`src/rtl/plot_pkg.sv`:
```
// Shared constants for the plot arbiter: FSM encoding, requester indices, screen size.
// Pure declarations; no logic, no latency, no flow control.
package plot_pkg;

  localparam logic [1:0] ST_IDLE = 2'd0;
  localparam logic [1:0] ST_PLOT = 2'd1;
  localparam logic [1:0] ST_DONE = 2'd2;

  localparam int NUM_REQ   = 3;
  localparam int REQ_ERASE = 0;
  localparam int REQ_DRAW  = 1;
  localparam int REQ_FRUIT = 2;

  localparam int SCREEN_W_DEF = 160;
  localparam int SCREEN_H_DEF = 120;

endpackage

```
`src/rtl/plot_prio_sel.sv`:
```
// Fixed-priority one-hot select: erase beats draw beats fruit.
// Combinational, zero latency; no backpressure.
module plot_prio_sel
  import plot_pkg::*;
(
  input  logic [NUM_REQ-1:0] i_req,
  output logic [NUM_REQ-1:0] o_gnt
);

  always_comb begin
    o_gnt            = '0;
    o_gnt[REQ_ERASE] = i_req[REQ_ERASE];
    o_gnt[REQ_DRAW]  = i_req[REQ_DRAW]  & ~i_req[REQ_ERASE];
    o_gnt[REQ_FRUIT] = i_req[REQ_FRUIT] & ~i_req[REQ_ERASE] & ~i_req[REQ_DRAW];
  end

endmodule

```
`src/rtl/plot_arbiter.sv`:
```
// Arbitrates three rectangle-fill jobs onto one VGA pixel port, one pixel per PLOT cycle.
// Job occupies W*H PLOT cycles then one DONE cycle; requesters hold ReqIn until DoneOut.
module plot_arbiter
  import plot_pkg::*;
#(
  parameter int SCREEN_W = SCREEN_W_DEF,
  parameter int SCREEN_H = SCREEN_H_DEF
) (
  input  logic        CLOCK_50,
  input  logic        Reset,
  input  logic [2:0]  ReqIn,
  input  logic [23:0] ReqX,
  input  logic [20:0] ReqY,
  input  logic [11:0] ReqW,
  input  logic [11:0] ReqH,
  input  logic [8:0]  ReqColor,
  output logic [7:0]  XOut,
  output logic [6:0]  YOut,
  output logic [2:0]  Color,
  output logic        Plot,
  output logic [2:0]  Grant,
  output logic [2:0]  DoneOut,
  output logic        Busy
);

  localparam logic [8:0] LP_SCREEN_W = SCREEN_W[8:0];
  localparam logic [7:0] LP_SCREEN_H = SCREEN_H[7:0];

  logic [1:0] r_state;
  logic [2:0] r_grant;
  logic [7:0] r_x0;
  logic [6:0] r_y0;
  logic [3:0] r_w;
  logic [3:0] r_h;
  logic [2:0] r_color;
  logic [3:0] r_cx;
  logic [3:0] r_cy;

  logic [2:0] w_gnt;
  logic [7:0] w_sel_x;
  logic [6:0] w_sel_y;
  logic [3:0] w_sel_w;
  logic [3:0] w_sel_h;
  logic [2:0] w_sel_color;
  logic [8:0] w_sum_x;
  logic [7:0] w_sum_y;
  logic       w_in_plot;
  logic       w_last_col;
  logic       w_last_row;

  plot_prio_sel u_prio_sel (
    .i_req (ReqIn),
    .o_gnt (w_gnt)
  );

  always_comb begin
    w_sel_x     = '0;
    w_sel_y     = '0;
    w_sel_w     = '0;
    w_sel_h     = '0;
    w_sel_color = '0;
    for (int i = 0; i < NUM_REQ; i++) begin
      if (w_gnt[i]) begin
        w_sel_x     = ReqX[8*i +: 8];
        w_sel_y     = ReqY[7*i +: 7];
        w_sel_w     = ReqW[4*i +: 4];
        w_sel_h     = ReqH[4*i +: 4];
        w_sel_color = ReqColor[3*i +: 3];
      end
    end
  end

  // Sums are one bit wider than the outputs so off-screen wrap is detected before truncation.
  assign w_sum_x    = {1'b0, r_x0} + {5'b0, r_cx};
  assign w_sum_y    = {1'b0, r_y0} + {4'b0, r_cy};
  assign w_in_plot  = (r_state == ST_PLOT);
  assign w_last_col = (r_cx == r_w - 4'd1);
  assign w_last_row = (r_cy == r_h - 4'd1);

  always_ff @(posedge CLOCK_50 or posedge Reset) begin
    if (Reset) begin
      r_state <= ST_IDLE;
      r_grant <= '0;
      r_x0    <= '0;
      r_y0    <= '0;
      r_w     <= '0;
      r_h     <= '0;
      r_color <= '0;
      r_cx    <= '0;
      r_cy    <= '0;
    end else begin
      case (r_state)
        ST_IDLE: begin
          if (ReqIn != 3'b000) begin
            r_grant <= w_gnt;
            r_x0    <= w_sel_x;
            r_y0    <= w_sel_y;
            r_w     <= w_sel_w;
            r_h     <= w_sel_h;
            r_color <= w_sel_color;
            r_cx    <= '0;
            r_cy    <= '0;
            r_state <= (w_sel_w == 4'd0 || w_sel_h == 4'd0) ? ST_DONE : ST_PLOT;
          end
        end
        ST_PLOT: begin
          if (w_last_col) begin
            r_cx <= '0;
            if (w_last_row) begin
              r_state <= ST_DONE;
            end else begin
              r_cy <= r_cy + 4'd1;
            end
          end else begin
            r_cx <= r_cx + 4'd1;
          end
        end
        ST_DONE: begin
          r_state <= ST_IDLE;
          r_grant <= '0;
        end
        default: begin
          r_state <= ST_IDLE;
          r_grant <= '0;
        end
      endcase
    end
  end

  assign XOut    = w_in_plot ? w_sum_x[7:0] : 8'd0;
  assign YOut    = w_in_plot ? w_sum_y[6:0] : 7'd0;
  assign Color   = w_in_plot ? r_color : 3'd0;
  assign Plot    = w_in_plot && (w_sum_x < LP_SCREEN_W) && (w_sum_y < LP_SCREEN_H);
  assign Grant   = r_grant;
  assign DoneOut = (r_state == ST_DONE) ? r_grant : 3'b000;
  assign Busy    = (r_state != ST_IDLE);

endmodule

```
`config.mk`:
```
export PLATFORM = sky130hd
export DESIGN_NAME = plot_arbiter
export DESIGN_NICKNAME = d
export VERILOG_FILES = /design/src/rtl/plot_pkg.sv /design/src/rtl/plot_prio_sel.sv /design/src/rtl/plot_arbiter.sv
export SDC_FILE = /design/constraint.sdc
export NUM_CORES = 1
export LEC_CHECK = 0
export ABC_CLOCK_PERIOD_IN_PS = 3200
export CORE_ASPECT_RATIO = 0.9
export CORE_MARGIN = 2
export CORE_UTILIZATION = 45
export CTS_CLUSTER_SIZE = 30
export DETAILED_ROUTE_END_ITERATION = 16
export GPL_TIMING_DRIVEN = 0
export PLACE_DENSITY = 0.81
export REMOVE_ABC_BUFFERS = 1
export SYNTH_ARGS = -nofsm -noshare
export SYNTH_HDL_FRONTEND = slang
export SYNTH_SLANG_ARGS = --single-unit
```
`constraint.sdc`:
```
create_clock -name CLOCK_50 -period 3.2 [get_ports CLOCK_50]
set_input_delay 0.64 -clock CLOCK_50 [delete_from_list [all_inputs] [get_ports CLOCK_50]]
set_output_delay 0.64 -clock CLOCK_50 [all_outputs]
set_load 0.05 [all_outputs]
```
; Word-level counts from Yosys, hierarchy flattened
; Cells that the tools add are included.
; W data, S select, Z words.
[op_classes]
reduce_logical = 14
n_eq_ne = 8
n_bitwise = 6
addsub = 6
magnitude_cmp = 2
muxes = 32
[op_table]
columns = op, n
row1 = $mux W4, 10
row2 = $mux W8, 4
row3 = $mux W7, 4
row4 = $mux W3, 6
row5 = $pmux W4 S2, 2
row6 = $add A8 B4 Y9, 1
row7 = $lt A9 B8 Y1 const B, 1
row8 = $add A4 B1 Y4 const B, 2
row9 = $add A7 B4 Y8, 1
row10 = $eq A4 B4 Y1, 2
row11 = $logic_not A4 Y1, 2
row12 = $lt A8 B7 Y1 const B, 1
row13 = $mux W2, 4
row14 = $sub A4 B1 Y4 const B, 2
row15 = $pmux W3 S2, 1
row16 = $reduce_and A2 Y1, 3
row17 = $ne A2 B1 Y1 const B, 2
row18 = $ne A2 B2 Y1 const B, 2
row19 = $pmux W2 S2, 1
row20 = $reduce_and A4 Y1, 1
row21 = $reduce_bool A2 Y1, 2
row22 = $and A1 B1 Y1, 3
row23 = $not A1 Y1, 3
row24 = $reduce_and A3 Y1, 1
row25 = other kinds (6), 7
[totals]
in_bits = 83
reg_bits = 39

; Logic depth before layout (Yosys ltp)
; Gate-level depths: netlist (run 1).
[depth]
ltp_word = 9
depth_mapped = 8
depth_no_buf = 7

; By module
; Synthesis (run 1) repeated with hierarchy kept, for this count alone.
[hier_totals]
cells_unflattened = 333
area_unflattened_um2 = 2866.5
[by_module_without_submodules]
columns = mod, seq_area_each_um2, n_inst, cells_each, area_each_um2
row1 = plot_arbiter, 975.9, 1, 330, 2840.2
row2 = plot_prio_sel, 0.0, 1, 3, 26.3

; Worst setup path before layout (run 1)
; OpenSTA, ideal clock, no wires.
[synth_timing]
path_type = flip-flop to output port
start = register r_cx[0]
end = output XOut[4]
stages_incl_launch_ff = 6
n_path_buf = 0
t_arrival_ns = 2.497
path_slack_ns = 0.063
required_time_ns = 2.560
cell_sequence = dfrtp_1 ha_1 fa_1 a21o_1 a22o_1 nor3_1
[synth_via]
elab_chain_len = 2
[synth_lines]
columns = element, line_no
row1 = from (decl), plot_arbiter.sv:36  ; logic [3:0] r_cx;
row2 = from (signal assigned), plot_arbiter.sv:115  ; r_cx <= r_cx + 4'd1;
row3 = $add A8 B4 Y9, plot_arbiter.sv:74  ; assign w_sum_x = {1'b0, r_x0} + {5'b0, r_cx};
row4 = $mux W8, plot_arbiter.sv:130  ; assign XOut = w_in_plot ? w_sum_x[7:0] : 8'd0;
row5 = to (decl), plot_arbiter.sv:17  ; output logic [7:0] XOut,
; Every way passes these cells.

; Worst setup path in the final report (run 1)
[layout_timing]
start = register r_cx[0]
end = output XOut[6]
; Same word-level chain as after synthesis.

==> results of run 1 <==
## worst min-delay path, stage by stage (launching register included)
cell	delay (ns)
dfrtp_1	0.34
nand2_1	0.04
o21ai_0	0.06
## through the flow
step | setup TNS, ns | util, % | power, mW
2_1_floorplan | 0 | - | 3.03
3_3_place_gp | -32.08 | 64.8 | 3.83
3_5_place_dp | -12.61 | 65.0 | 3.92
4_1_cts | 0 | 67.3 | 4.37
5_1_grt | 0 | 68.2 | 4.70
6_report | 0 | 68.2 | 4.39
## layout by cell type, fill, tap and decap left out, types with 4 or more instances in the layout
cell,synthesis,final
clkdlybuf4s50_1,0,95
nand2_1,45,45
dfrtp_1,39,37
nor2_1,37,36
o21ai_0,30,29
a21oi_1,29,28
a22oi_1,26,26
and2_1,11,11
o21ai_1,9,10
ha_1,12,10
xnor2_1,9,9
inv_1,10,9
xor2_1,8,8
nor3_1,6,6
clkbuf_8,0,6
buf_4,0,5
a21o_1,4,4
mux2_2,4,4
dlymetal6s2s_1,0,4
dlygate4sd2_1,0,4
## flip-flops by register name, summed over array words and instances (netlist names)
name and count:
Grant 3, r_cx 4, r_y0 7, r_cy 4, r_state 2, r_color 3, r_h 4, r_w 4
r_x0 8
## layer usage
| layer | share of wire (%) | wire length [um] |
|---|---|---|
| met1 | 42 | 3210 |
| met2 | 52 | 3940 |
| met3 | 5.1 | 393 |
| met4 | 1.4 | 106 |
| met5 | 0 | 0 |
## power by group
part,switching (mW),total [mW],leakage [nW],internal [mW]
Clock,0.176,0.428,0.0612,0.252
Sequential,0.254,0.962,0.483,0.709
Combinational,1.83,3.00,1.25,1.18
Total,2.26,4.39,1.80,2.14
## logic make-up after synthesis
kind of cell    Yosys count  share of synthesized area (%)
compound gates          121                           26.5
simple gates            120                           19.2
flops                    39                           33.3
buf+inv                  33                           4.56
xor+xnor                 21                           8.15
fa+ha+maj                14                           6.48
mux                       5                           1.88
## what timing repair did
| action | CTS | global route |
|---|---|---|
| setup buffers | 0 | 5 |
| pin swaps | 1 | 3 |
| resized for setup | 30 | 7 |
| setup endpoints to repair | 33 | 28 |
## cell type report
| class | count | share of cell area, % |
|---|---|---|
| clock buffers | 6 | 1.95 |
| clock inverters | 2 | 0.826 |
| inverters | 10 | 0.885 |
| multi-input cells | 281 | 43.8 |
| flip-flops and latches | 39 | 23.1 |
| well taps | 87 | 2.57 |
| repair buffers | 114 | 26.9 |
## final timing paths
check	to	slack, ns	cells past startpoint	startpoint
worst max-delay path	XOut[6]	0.07	9	r_cx[0]
min in group asynchronous	r_y0[5]	0.82	2	Reset
worst max register to register	r_cy[3]	1.19	5	r_state[0]
max in group asynchronous	r_cx[0]	1.82	2	Reset
worst min-delay path	r_color[1]	0.48	2	r_color[1]
worst min register to register	r_color[1]	0.48	2	r_color[1]
==> out/metrics.cfg, run 1 <==
[logic_synthesis]
async_reset_ff_share_pct=100
synth.avg_cell_area_um2=8.31
ys_types=55
yosys.area.top_type=dfrtp_1
synth.most_common_cell=nand2_1
yosysTopAreaCellShare_pct=33.3
synth_common_cells=nand2_1, dfrtp_1, nor2_1
synth-seq-cells=39
synth-seq-area-share_pct=33.3
synth_area_leaders=dfrtp_1, a22oi_1, nand2_1, ha_1, o21ai_0
syn_area_um2=2930
synth_edf_count=0
ys.flop_type=dfrtp_1
yosysWarnings=0
syn_inst=353

[global_route]
use_met2_pct=40.1
antenna_found_initial=0
grt_pass1_vias=2814
grt_pass1_wl_um=12500
top_usage_layer=met2
grtUsageTotal_pct=22.2
grt_use_met3_pct=4.83
use_met1_pct=26.2
grt_overflow=0
grt_max_degree=58

[clocking]
root_buffer=clkbuf_8
ctsHoldBuffers=0
cts_sinks=39
cts_max_level=2
clk_pin_slew_ns=0.08
cts_tree=built
clockBufferDepth=2
cts_buffers=5
insertion_delay_ns=0.30

[pwr]
leakagePower_nw=1.80
ir_drop_mv=0.636
cellPowerDensity_nw_per_um2=1040

[setup_path]
cp.required_ns=2.56
end_kind=primary output
worstPathMaxFanout=4
crit_chain=ha_2 -> fa_2 -> a21o_1 -> a22o_1 -> buf_4 -> nand2_1 -> xor2_1 -> nor2_1 -> clkdlybuf4s15_2
timing.setup.critical_path_class=flop to primary output
critPathMaxStageDelay_ns=0.44
cp-start-kind=flop
crit_arrival_ns=2.49
cp.buffers_inverters=2
slowest_stage=dfrtp_2
cp_top_family=adder cells

[finish]
fillers=543
drive_gt1_share_pct=9.96
regArea_um2=978
final_cells=539
diodes=0
syn2layout_area_growth_pct=44.5
fin_nets=548
fin_area_um2=4240
multiInputGateArea_um2=1860

[sta]
setup_viol=0
hold_viol_final=0
rsz0062_at_grt=false
finalCritPeriodShare_pct=97.7
setup_ws_ns=0.0745
finalClockSkew_ns=0.00804
report.final.slew_viol_count=0
whs_ns=0.480
worst_pin_slew_ns=1.28
period_needed_ns=3.13
slew_headroom_pct=14.3
clock.fmax_ghz=0.320

[worst_hold_path]
worstHoldPathType=flop to flop

[routing]
ant_nets=0
drt-total-wl_um=7650
drtIter0Drc=99
wire_per_inst_um=14.2
drc=0
viasPerCell=5.30
dr_total_vias=2858
firstDrtPassIters=5

[place]
routabilityCongestion=0.841
placed_area_um2=4040
placedCellCount=526
io_buffer_count=108
dp_hpwl_um=5620
dp_slack_ns=-0.680

[die]
die_area_um2=7180
num_rows=27
core-area_um2=6220
start_util_pct=47.2
die_w_um=89.1
ios=109
dieHeight_um=80.6

[flow_run]
cap_viol_max_count=0

[status]
status=finished clean

Note: power is estimated with default switching activity, not from simulation.
==> run 2, diff against run 1 <==
--- a/config.mk
+++ b/config.mk
@@ -12,6 +12,7 @@
 export CTS_CLUSTER_SIZE = 30
 export DETAILED_ROUTE_END_ITERATION = 16
 export GPL_TIMING_DRIVEN = 0
+export MAX_ROUTING_LAYER = met4
 export PLACE_DENSITY = 0.81
 export REMOVE_ABC_BUFFERS = 1
 export SYNTH_ARGS = -nofsm -noshare
==> out/metrics.cfg, run 2 (synthesis results as in run 1) <==
[clocking]
clockBufferDepth=2  ; unchanged
cts_buffers=5  ; unchanged
cts_sinks=39  ; unchanged
cts_tree=built  ; unchanged
ctsHoldBuffers=0  ; unchanged
cts_max_level=2  ; unchanged
insertion_delay_ns=0.30  ; about the same
clk_pin_slew_ns=0.07  ; was 0.08 ns
root_buffer=clkbuf_8  ; unchanged

[place]
placedCellCount=526  ; unchanged
placed_area_um2=4040  ; unchanged
io_buffer_count=108  ; unchanged
routabilityCongestion=0.852  ; was 0.841
dp_slack_ns=-0.661  ; was -0.680 ns
dp_hpwl_um=5670  ; was 5620 um

[finish]
syn2layout_area_growth_pct=43.4  ; was 44.5%
diodes=0  ; unchanged
regMostFlops=r_x0  ; unchanged
fillers=534  ; was 543
drive_gt1_share_pct=9.53  ; was 9.96%
layout_commonest_cell=clkdlybuf4s50_1  ; unchanged
fin_nets=547  ; was 548
fin_area_um2=4210  ; was 4240 um^2
fin_util_pct=67.7  ; was 68.2%
largest_reg_flops=8  ; unchanged
reg.largest.list=r_x0: 8 flops, r_y0: 7 flops  ; unchanged
final_cell_mix=clkdlybuf4s50_1, nand2_1, dfrtp_1, nor2_1, o21ai_0  ; unchanged
final_cells=538  ; was 539

[die]
die_area_um2=7180  ; unchanged
num_rows=27  ; unchanged
dieHeight_um=80.6  ; unchanged
die_w_um=89.1  ; unchanged
ios=109  ; unchanged
start_util_pct=47.2  ; unchanged
core-area_um2=6220  ; unchanged

[routing]
dr_total_vias=2853  ; was 2858
drc=0  ; unchanged
firstDrtPassIters=7  ; was 5
drtIter0Drc=102  ; was 99
viasPerCell=5.30  ; about the same
ant_nets=0  ; unchanged
wire_per_inst_um=14.0  ; was 14.2 um
drt-total-wl_um=7520  ; was 7650 um

[sta]
hold_viol_final=0  ; unchanged
clock.fmax_ghz=0.317  ; was 0.320 GHz
report.final.slew_viol_count=0  ; unchanged
slew_headroom_pct=16.2  ; was 14.3%
tns_ns=0  ; unchanged
whs_ns=0.475  ; was 0.480 ns
worst_pin_slew_ns=1.26  ; was 1.28 ns
finalClockSkew_ns=0.00651  ; was 0.00804 ns
finalCritPeriodShare_pct=98.6  ; was 97.7%
setup_ws_ns=0.0433  ; was 0.0745 ns
rsz0062_at_grt=true  ; was false
setup_viol=0  ; unchanged
period_needed_ns=3.16  ; was 3.13 ns

[pwr]
leakagePower_nw=1.79  ; was 1.80 nW
p_total_mw=4.28  ; was 4.39 mW
ir_drop_mv=0.524  ; was 0.636 mV
cellPowerDensity_nw_per_um2=1020  ; was 1040 nW/um^2

[setup_path]
crit_chain=ha_2 -> fa_2 -> a21o_1 -> a22o_1 -> a41o_1 -> a211oi_2 -> o211a_1 -> buf_6  ; was ha_2 -> fa_2 -> a21o_1 -> a22o_1 -> buf_4 -> nand2_1 -> xor2_1 -> nor2_1 -> clkdlybuf4s15_2
cp.buffers_inverters=1  ; was 2
cp_top_family=compound AO/OA/AOI/OAI gates  ; was adder cells
cp.required_ns=2.56  ; about the same
worstPathMaxFanout=4  ; unchanged
slowest_stage=dfrtp_2  ; unchanged
crit_arrival_ns=2.52  ; was 2.49 ns
cp-start-kind=flop  ; unchanged
end_kind=primary output  ; unchanged
rrSetupSlack_ns=1.19  ; about the same
critPathMaxStageDelay_ns=0.44  ; about the same
timing.setup.critical_path_class=flop to primary output  ; unchanged

[global_route]
grt_pass1_wl_um=12600  ; was 12500 um
grt_pass1_vias=2766  ; was 2814
antenna_found_initial=0  ; unchanged
grtUsageTotal_pct=23.2  ; was 22.2%
grt_max_degree=58  ; unchanged
grt_overflow=0  ; unchanged

[worst_hold_path]
worstHoldPathType=flop to flop  ; unchanged

[status]
status=finished clean  ; unchanged

[flow_run]
cap_viol_max_count=0  ; unchanged

[run 2: path summary, 6_finish.rpt]
kind,startpoint,to,cells past startpoint
worst max-delay path,r_cx[0],Plot,8
worst min register to register,r_color[1],r_color[1],2
min in group asynchronous,Reset,r_x0[7],2
max in group asynchronous,Reset,r_cx[0],2
worst max register to register,r_w[0],r_cy[3],7
worst min-delay path,r_color[1],r_color[1],2
[run 2: what timing repair did]
item                       4_1_cts  5_1_grt
pin swaps                        1        1
setup endpoints to repair       35       10
buffers inserted                 0        4
resized for setup               34        7
[run 2: layer usage]
metal	routed length (um)	track usage [%]	up-vias
li1	-	-	1438
met1	3160	27.9	1330
met2	3820	39.0	78
met3	455	4.83	7
met4	80	6.87	0
met5	0	-	-
[run 2: cell type report]
| type | instances | area (um^2) | share of cell area, % |
|---|---|---|---|
| clock inverters | 1 | 5.00 | 0.119 |
| well taps | 87 | 109 | 2.59 |
| multi-input cells | 281 | 1870 | 44.5 |
| flip-flops and latches | 39 | 978 | 23.3 |
| repair buffers | 113 | 1130 | 26.8 |
| clock buffers | 7 | 76.3 | 1.81 |
| inverters | 10 | 37.5 | 0.892 |
[run 2: worst min-delay path: cells and delay by family, from the launching register on]
family / cells / cell delay (ns)
AOI/OAI and AO/OA: 1 / 0.06
DFF: 1 / 0.34
and+or+nand+nor: 1 / 0.04
[run 2: power by group]
part           internal (mW)  leakage, nW  switching, mW
Clock                  0.153       0.0422          0.174
Combinational           1.17         1.26           1.82
Sequential             0.709        0.483          0.252
Total                   2.04         1.79           2.25
